`config.mk`:
```
export PLATFORM = sky130hd
export DESIGN_NAME = instr_enc_loader
export DESIGN_NICKNAME = d
export VERILOG_FILES = /design/src/rtl/instr_enc_loader.sv
export SDC_FILE = /design/constraint.sdc
export NUM_CORES = 1
export LEC_CHECK = 0
export BUFFER_PORTS_ARGS = -buffer_cell sky130_fd_sc_hd__buf_2
export CAP_MARGIN = 25
export CORE_MARGIN = 5
export CORE_UTILIZATION = 28
export DETAILED_ROUTE_END_ITERATION = 10
export REMOVE_ABC_BUFFERS = 1
export SKIP_LAST_GASP = 1
export SYNTH_ARGS = -nofsm -noshare
export SYNTH_HDL_FRONTEND = slang
export SYNTH_SLANG_ARGS = --single-unit
```
`constraint.sdc`:
```
create_clock -name clk -period 3.43 [get_ports clk]
set_input_delay 0.1715 -clock clk [delete_from_list [all_inputs] [get_ports clk]]
set_output_delay 0.1715 -clock clk [all_outputs]
set_load 0.02 [all_outputs]
```
`src/rtl/instr_enc_loader.sv`:
```
// RV32I instruction encoder feeding a small FIFO that streams encoded words into
// instruction memory at sequential, wrapping word addresses.
module instr_enc_loader #(
  parameter int unsigned FIFO_DEPTH = 4,
  parameter int unsigned IMEM_WORDS = 64
) (
  input  logic                          clk,
  input  logic                          rst_n,
  input  logic                          flush,
  input  logic                          cmd_valid,
  output logic                          cmd_ready,
  input  logic [3:0]                    cmd_op,
  input  logic [4:0]                    cmd_rd,
  input  logic [4:0]                    cmd_rs1,
  input  logic [4:0]                    cmd_rs2,
  input  logic [31:0]                   cmd_imm,
  output logic                          wr_valid,
  input  logic                          wr_ready,
  output logic [$clog2(IMEM_WORDS)-1:0] wr_addr,
  output logic [31:0]                   wr_data,
  output logic [$clog2(FIFO_DEPTH):0]   fifo_level,
  output logic                          err
);

  localparam int unsigned PtrW = $clog2(FIFO_DEPTH);
  localparam int unsigned LvlW = PtrW + 1;
  localparam int unsigned AddrW = $clog2(IMEM_WORDS);

  typedef enum logic [3:0] {
    OpAdd, OpSub, OpAnd, OpOr, OpSlt, OpAddi, OpAndi, OpOri, OpSlti,
    OpLw, OpSw, OpBeq, OpJal
  } op_e;

  logic signed [31:0] imm_s;
  logic               imm12_ok, immb_ok, immj_ok;
  logic [2:0]         funct3;
  logic [31:0]        enc_word;
  logic               enc_ok;

  assign imm_s    = $signed(cmd_imm);
  assign imm12_ok = (imm_s >= -32'sd2048) && (imm_s <= 32'sd2047);
  assign immb_ok  = (imm_s >= -32'sd4096) && (imm_s <= 32'sd4094) && !cmd_imm[0];
  assign immj_ok  = (imm_s >= -32'sd1048576) && (imm_s <= 32'sd1048574) && !cmd_imm[0];

  // Register and immediate ALU ops share funct3.
  always_comb begin
    funct3 = 3'b000;
    case (op_e'(cmd_op))
      OpAnd, OpAndi: funct3 = 3'b111;
      OpOr, OpOri:   funct3 = 3'b110;
      OpSlt, OpSlti: funct3 = 3'b010;
      default:       funct3 = 3'b000;
    endcase
  end

  always_comb begin
    enc_word = '0;
    enc_ok   = 1'b1;
    case (op_e'(cmd_op))
      OpAdd, OpSub, OpAnd, OpOr, OpSlt: begin
        enc_word = {(op_e'(cmd_op) == OpSub) ? 7'b0100000 : 7'b0000000,
                    cmd_rs2, cmd_rs1, funct3, cmd_rd, 7'b0110011};
      end
      OpAddi, OpAndi, OpOri, OpSlti: begin
        enc_word = {cmd_imm[11:0], cmd_rs1, funct3, cmd_rd, 7'b0010011};
        enc_ok   = imm12_ok;
      end
      OpLw: begin
        enc_word = {cmd_imm[11:0], cmd_rs1, 3'b010, cmd_rd, 7'b0000011};
        enc_ok   = imm12_ok;
      end
      OpSw: begin
        enc_word = {cmd_imm[11:5], cmd_rs2, cmd_rs1, 3'b010, cmd_imm[4:0], 7'b0100011};
        enc_ok   = imm12_ok;
      end
      OpBeq: begin
        enc_word = {cmd_imm[12], cmd_imm[10:5], cmd_rs2, cmd_rs1, 3'b000,
                    cmd_imm[4:1], cmd_imm[11], 7'b1100011};
        enc_ok   = immb_ok;
      end
      OpJal: begin
        enc_word = {cmd_imm[20], cmd_imm[10:1], cmd_imm[11], cmd_imm[19:12],
                    cmd_rd, 7'b1101111};
        enc_ok   = immj_ok;
      end
      default: enc_ok = 1'b0;
    endcase
  end

  logic [31:0]      mem_q [FIFO_DEPTH];
  logic [PtrW-1:0]  wptr_q, rptr_q;
  logic [LvlW-1:0]  level_q;
  logic [AddrW-1:0] addr_q;
  logic             err_q;
  logic             full, empty, accept, push, pop;

  assign full      = (level_q == LvlW'(FIFO_DEPTH));
  assign empty     = (level_q == '0);
  assign cmd_ready = !full && !flush;
  assign accept    = cmd_valid && cmd_ready;
  assign push      = accept && enc_ok;
  // Flush suppresses the pop even though wr_valid may still be high.
  assign pop       = !empty && wr_ready && !flush;

  assign wr_valid   = !empty;
  assign wr_data    = empty ? 32'h0 : mem_q[rptr_q];
  assign wr_addr    = addr_q;
  assign fifo_level = level_q;
  assign err        = err_q;

  always_ff @(posedge clk) begin
    if (push) mem_q[wptr_q] <= enc_word;
  end

  always_ff @(posedge clk or negedge rst_n) begin
    if (!rst_n) begin
      wptr_q  <= '0;
      rptr_q  <= '0;
      level_q <= '0;
      addr_q  <= '0;
      err_q   <= 1'b0;
    end else if (flush) begin
      wptr_q  <= '0;
      rptr_q  <= '0;
      level_q <= '0;
      addr_q  <= '0;
      err_q   <= 1'b0;
    end else begin
      if (push) wptr_q <= wptr_q + PtrW'(1);
      if (pop) begin
        rptr_q <= rptr_q + PtrW'(1);
        addr_q <= addr_q + AddrW'(1);
      end
      if (push && !pop) level_q <= level_q + LvlW'(1);
      else if (!push && pop) level_q <= level_q - LvlW'(1);
      if (accept && !enc_ok) err_q <= 1'b1;
    end
  end

endmodule

```
=== Yosys cells after proc, flatten, opt, wreduce, memory -nomap -nowiden ===
Memory sizes are Yosys's and may differ from the RTL's.
Index checks and enable logic that the tools add are counted.

* Bits of input ports: 56
* Logic and storage cells: 80
* Flip-flop bits (word level): 14
* Memories: 1
* RAM bits: 128

* Equality and inequality tests: 13
* Reductions and logical operators: 32
* $lt $le $gt $ge: 6
* Add/sub/neg operators: 5
* Mux-type cells: 18

{| class="wikitable"
|+ Memory list
! name !! depth !! bits a word !! read ports !! clocked after Yosys merged registers in !! wr ports !! RTL line !! source
|-
| mem_q || 4 || 32 || 1 || 0 || 1 || 90 || <nowiki>logic [31:0] mem_q [FIFO_DEPTH];</nowiki>
|}

{| class="wikitable"
|+ Operators with widths
! cell !! number
|-
| $pmux W32 S6 || 1
|-
| $ge A32 B12 Y1 const B || 1
|-
| $ge A32 B13 Y1 const B || 1
|-
| $ge A32 B21 Y1 const B || 1
|-
| $le A32 B12 Y1 const B || 1
|-
| $le A32 B13 Y1 const B || 1
|-
| $le A32 B21 Y1 const B || 1
|-
| $mux W32 || 1
|-
| $eq A4 B4 Y1 const B || 5
|-
| $mux W6 || 3
|-
| $eq A4 B3 Y1 const B || 4
|-
| $logic_and A1 B1 Y1 || 13
|-
| $mux W3 || 3
|-
| $pmux W3 S3 || 1
|-
| $eq A4 B2 Y1 const B || 2
|-
| $mux W2 || 4
|-
| $logic_not A1 Y1 || 7
|-
| $add A6 B1 Y6 const B || 1
|-
| $reduce_bool A2 Y1 || 3
|-
| $reduce_or A2 Y1 || 3
|-
| $reduce_or A6 Y1 || 1
|-
| $reduce_or A5 Y1 || 1
|-
| $add A2 B1 Y2 const B || 2
|-
| $eq A4 B1 Y1 const B || 1
|-
| other kinds (9) || 12
|}

=== Longest topological paths before layout ===
* Depth after elaboration: 10
* Depth in mapped cells: 13

=== Least setup slack after synthesis ===
OpenSTA, ideal clock, no wires.

* Path kind: register to register
* From: reg level_q[0], in the netlist fifo_level[0]
* To: mem mem_q[0][10], enable pin
* Stages on the path, launching flop included: 7
* Data arrival time: 2,385 ps
* Setup slack: 655 ps
* Required time: 3,040 ps
* Cells stage by stage: dfrtp_1 -> inv_1 -> a31oi_1 -> nand2_1 -> a31oi_4 -> buf_6 -> and2_1

* Word-level cells in the longest chain between the ends: 7

{| class="wikitable"
|+ Ends and longest elaborated chain
! element !! RTL line !! source
|-
| start, declared || 92 || <nowiki>logic [LvlW-1:0] level_q;</nowiki>
|-
| start signal, assigned || 134 || <nowiki>if (push && !pop) level_q <= level_q + LvlW'(1);</nowiki>
|-
| start signal, assigned || 135 || <nowiki>else if (!push && pop) level_q <= level_q - LvlW'(1);</nowiki>
|-
| $eq A3 B3 Y1 || 97 || <nowiki>assign full = (level_q == LvlW'(FIFO_DEPTH));</nowiki>
|-
| $logic_not A1 Y1 || 99 || <nowiki>assign cmd_ready = !full && !flush;</nowiki>
|-
| $logic_and A1 B1 Y1 || 99 ||
|-
| via cmd_ready || 11 || <nowiki>output logic cmd_ready,</nowiki>
|-
| $logic_and A1 B1 Y1 || 100 || <nowiki>assign accept = cmd_valid && cmd_ready;</nowiki>
|-
| $logic_and A1 B1 Y1 || 101 || <nowiki>assign push = accept && enc_ok;</nowiki>
|-
| $mux W1 || 112 || <nowiki>if (push) mem_q[wptr_q] <= enc_word;</nowiki>
|-
| $mux W1 (implied by the code) || 112 ||
|-
| end, declared || 90 ||
|}

The timed path passes the listed nets, and every way through them passes these cells.

=== Worst setup path in the final report ===
* From: reg rptr_q[1]
* To: out wr_data[12]

* Word-level cells in the longest chain between the ends: 2

{| class="wikitable"
|+ Ends and longest elaborated chain
! element !! RTL line !! source
|-
| start, declared || 91 || <nowiki>logic [PtrW-1:0] wptr_q, rptr_q;</nowiki>
|-
| start signal, assigned || 131 || <nowiki>rptr_q <= rptr_q + PtrW'(1);</nowiki>
|-
| $mem_v2 Z4 W32 || n/a ||
|-
| $mux W32 || 106 || <nowiki>assign wr_data = empty ? 32'h0 : mem_q[rptr_q];</nowiki>
|-
| end, declared || 20 || <nowiki>output logic [31:0] wr_data,</nowiki>
|}

No other way between the ends.

==> reports/metrics.csv <==
stage,metric,value,unit
outcome,status,"finished, final reports clean",
clock_tree,post_cts_resized,0,
drt,ant_nets,0,
global_routing,grt_use_total,12.4,%
final_layout,layout_common_cells,"edfxtp_1, buf_2, and2_1, mux4_2, o21ai_0",
floorplanning,fp.coreArea,21800,sq um
timing,final.setup.tns,0,ns
power_and_ir_drop,p_switching,1550,uW
floorplanning,die_w,159,um
drt,avgRoutedWirePerCell,18.4,um
power_and_ir_drop,power.density,673,nW/um^2
worst_setup_path,cp-start-kind,flop,
final_layout,final_nets,583,
floorplanning,start_util,28.4,%
logic_synthesis,async_flop_share,10.4,%
clock_tree,postCtsSetupRepairBufs,0,
global_routing,antenna_found_initial,0,
worst_setup_path,path_max_fanout,20,
timing,clock-skew-final,0.00523,ns
placement,dp_hpwl,10600,um
clock_tree,cts_tree,done,
logic_synthesis,synth_area,6180,sq um
worst_setup_path,cp-endpoint,wr_data[12],
worst_setup_path,slowest_delay,0.82,ns
timing,fin_crit,2.56,ns
placement,numPortBuffers,99,
placement,finalWeightedCongestion,0.862,
floorplanning,ios,100,
min_path,hp-class,in2reg,
global_routing,grt_overflow_total,0,
worst_setup_path,cp.required,3.26,ns
final_layout,final.fill_count,2109,
timing,slew_violations,0,
clock_tree,cts.sinks,134,
power_and_ir_drop,combPwrFrac,26.8,%
power_and_ir_drop,clkPwrFrac,36.8,%
timing,fmax,390,MHz
power_and_ir_drop,seqPwrFrac,36.4,%
worst_setup_path,cp_slowest_cell,dfrtp_1,
worst_setup_path,crit_chain,buf_4 -> mux4_2 -> and2_1 -> buf_2,
worst_setup_path,startpoint,rptr_q[1]$_DFFE_PN0P_,
global_routing,grt_max_degree,34,
logic_synthesis,ys.flop_type,edfxtp_1,
flow_run,drv_cap,0,
power_and_ir_drop,swShare,30.0,%
power_and_ir_drop,p_int,3610,uW
logic_synthesis,yosysWarnings,0,
global_routing,grt_pass1_wl,23000,um
clock_tree,cts_buffers,17,
global_routing,grt_pass1_vias,3978,
clock_tree,path_clk_slew,0.06,ns
drt,via_per_inst,4.86,
worst_setup_path,timing.rr.end,fifo_level[1]$_DFFE_PN0P_,
floorplanning,dieArea,25100,sq um
timing,rsz0062_at_grt,false,
logic_synthesis,syn_avg_cell_area,14.8,sq um
logic_synthesis,ys_types,46,
placement,place_ws,0.607,ns
drt,drt-initial-drc-count,248,
final_layout,drive_gt1_share,34.1,%
clock_tree,insertion_delay,0.41,ns
logic_synthesis,ys_ff_latch,134,
power_and_ir_drop,power_leakage,0.00279,uW
final_layout,final_common_cell,edfxtp_1,
clock_tree,ctsHtreeMaxLevel,4,
worst_setup_path,r2r_slack,0.95,ns
logic_synthesis,seq_area_frac_synth,64.0,%
worst_setup_path,r2r_cells,10,
final_layout,diodes,0,
power_and_ir_drop,peakVddDrop,0.462,mV
drt,drt_wl_total,15000,um
logic_synthesis,synthCells,416,
timing,setup_viol,0,
timing,relSlewSlack,50.1,%
worst_setup_path,crit_arrival,2.39,ns
drt,vias,3950,
timing,fin_ws,0.869,ns
worst_setup_path,crit_type,reg2out,
timing,min_period_over_period,74.7,%
drt,first_pass_iters,5,
clock_tree,cts_root_buf,clkbuf_16,
timing,worst_pin_slew,0.748,ns
logic_synthesis,synth_edf_count,120,
worst_setup_path,r2r-start,fifo_level[1]$_DFFE_PN0P_,
floorplanning,rows,54,
worst_setup_path,crit_path_end_kind,primary output,
drt,drc_errors,0,
timing,hold_viol,0,
floorplanning,fp.dieH,159,um
final_layout,syn2layout_area_growth,24.2,%
clock_tree,clock_path_buffers,2,
cell families (layout without fill, tap and decap cells):
kind of cell               count (synthesis)  count (layout)  synth area share (%)
xor gates and xnor gates                   8               8                  1.36
adders and majority gates                  6               6                  1.34
muxes                                     40              40                  12.6
buffers and inverters                     35             152                  2.51
and+or+nand+nor                          130             130                  11.5
DFF                                      134             134                  64.0
AOI/OAI and AO/OA                         63              63                  6.66
stage by stage:
stage / instances / hold WS (ns) / util (%) / area [sq um] / power (uW)
after floorplan: 391 / -0.124 / - / 6060 / 2790
after global placement: 781 / 0.0805 / 32.4 / 7040 / 3320
after detailed placement: 781 / 0.0916 / 32.4 / 7040 / 3340
after CTS: 813 / 0.119 / 35.3 / 7670 / 5250
after global routing: 813 / 0.142 / 35.3 / 7670 / 5420
final: 813 / 0.140 / 35.3 / 7670 / 5160
worst min path at each step:
stage	cells after the start	startpoint	slack, ns	end
finish	2	flush	0.14	wptr_q[1]$_DFFE_PN0P_
global route	2	flush	0.14	wr_addr[2]$_DFFE_PN0P_
CTS	2	flush	0.12	wptr_q[1]$_DFFE_PN0P_
detailed placement	1	rst_n	0.09	wr_addr[1]$_DFFE_PN0P_
global placement	1	rst_n	0.08	wr_addr[1]$_DFFE_PN0P_
floorplan	0	rst_n	-0.12	err$_DFFE_PN0P_
layout make-up:
| cell class | count | area (sq um) | area share, % |
|---|---|---|---|
| Inverter | 10 | 37.5 | 0.489 |
| Clock inverter | 14 | 199 | 2.59 |
| Multi-Input combinational cell | 247 | 2070 | 27.0 |
| Timing Repair Buffer | 111 | 638 | 8.32 |
| Tap cell | 280 | 350 | 4.57 |
| Sequential cell | 134 | 3960 | 51.5 |
| Clock buffer | 17 | 425 | 5.54 |
synthesized netlist by cell type (7+ instances only):
cell	number	area share, %
mux2i_1	8	1.3
buf_2	7	0.57
inv_1	10	0.61
edfxtp_1	120	58
a21oi_1	17	1.4
nand2_1	19	1.2
mux4_2	30	11
dfrtp_1	14	5.7
and2_1	37	3.7
nor2b_1	13	1.3
nand4_1	11	1.1
o21ai_0	23	1.9
a22o_1	11	1.6
clkbuf_1	11	0.67
nor2_1	22	1.3
repair_timing:
action,CTS,global route
hold endpoints to repair,14,0
setup endpoints to repair,0,0
hold buffers,1,0
layer usage:
layer	global-route usage [%]	share of wire [%]	routed length, um
met5	0	0	0
met4	3.61	1.3	196
met3	4.08	6.2	935
met2	20.4	50	7430
met1	15.6	43	6420
power by group through the flow:
stage / Sequential [uW] / Clock [uW] / Combinational, uW
2_1_floorplan: 1980 / 0 / 810
3_3_place_gp: 1910 / 0 / 1410
3_5_place_dp: 1910 / 0 / 1430
4_1_cts: 1880 / 1940 / 1430
5_1_grt: 1880 / 2020 / 1520
6_report: 1880 / 1900 / 1380
flip-flops by register name (all words and copies together), names as in the netlist:
name and cells:
fifo_level 3, wr_addr 6, wptr_q 2, err 1, rptr_q 2, mem_q 120
worst max-delay path, delay by kind of cell, from the launching register on:
kind	cells	cell delay (ns)
multiplexers	1	0.37
flip-flops	1	0.82
AND/OR/NAND/NOR	1	0.19
buffers and inverters	2	0.59
(Power assumes the default switching activity.)
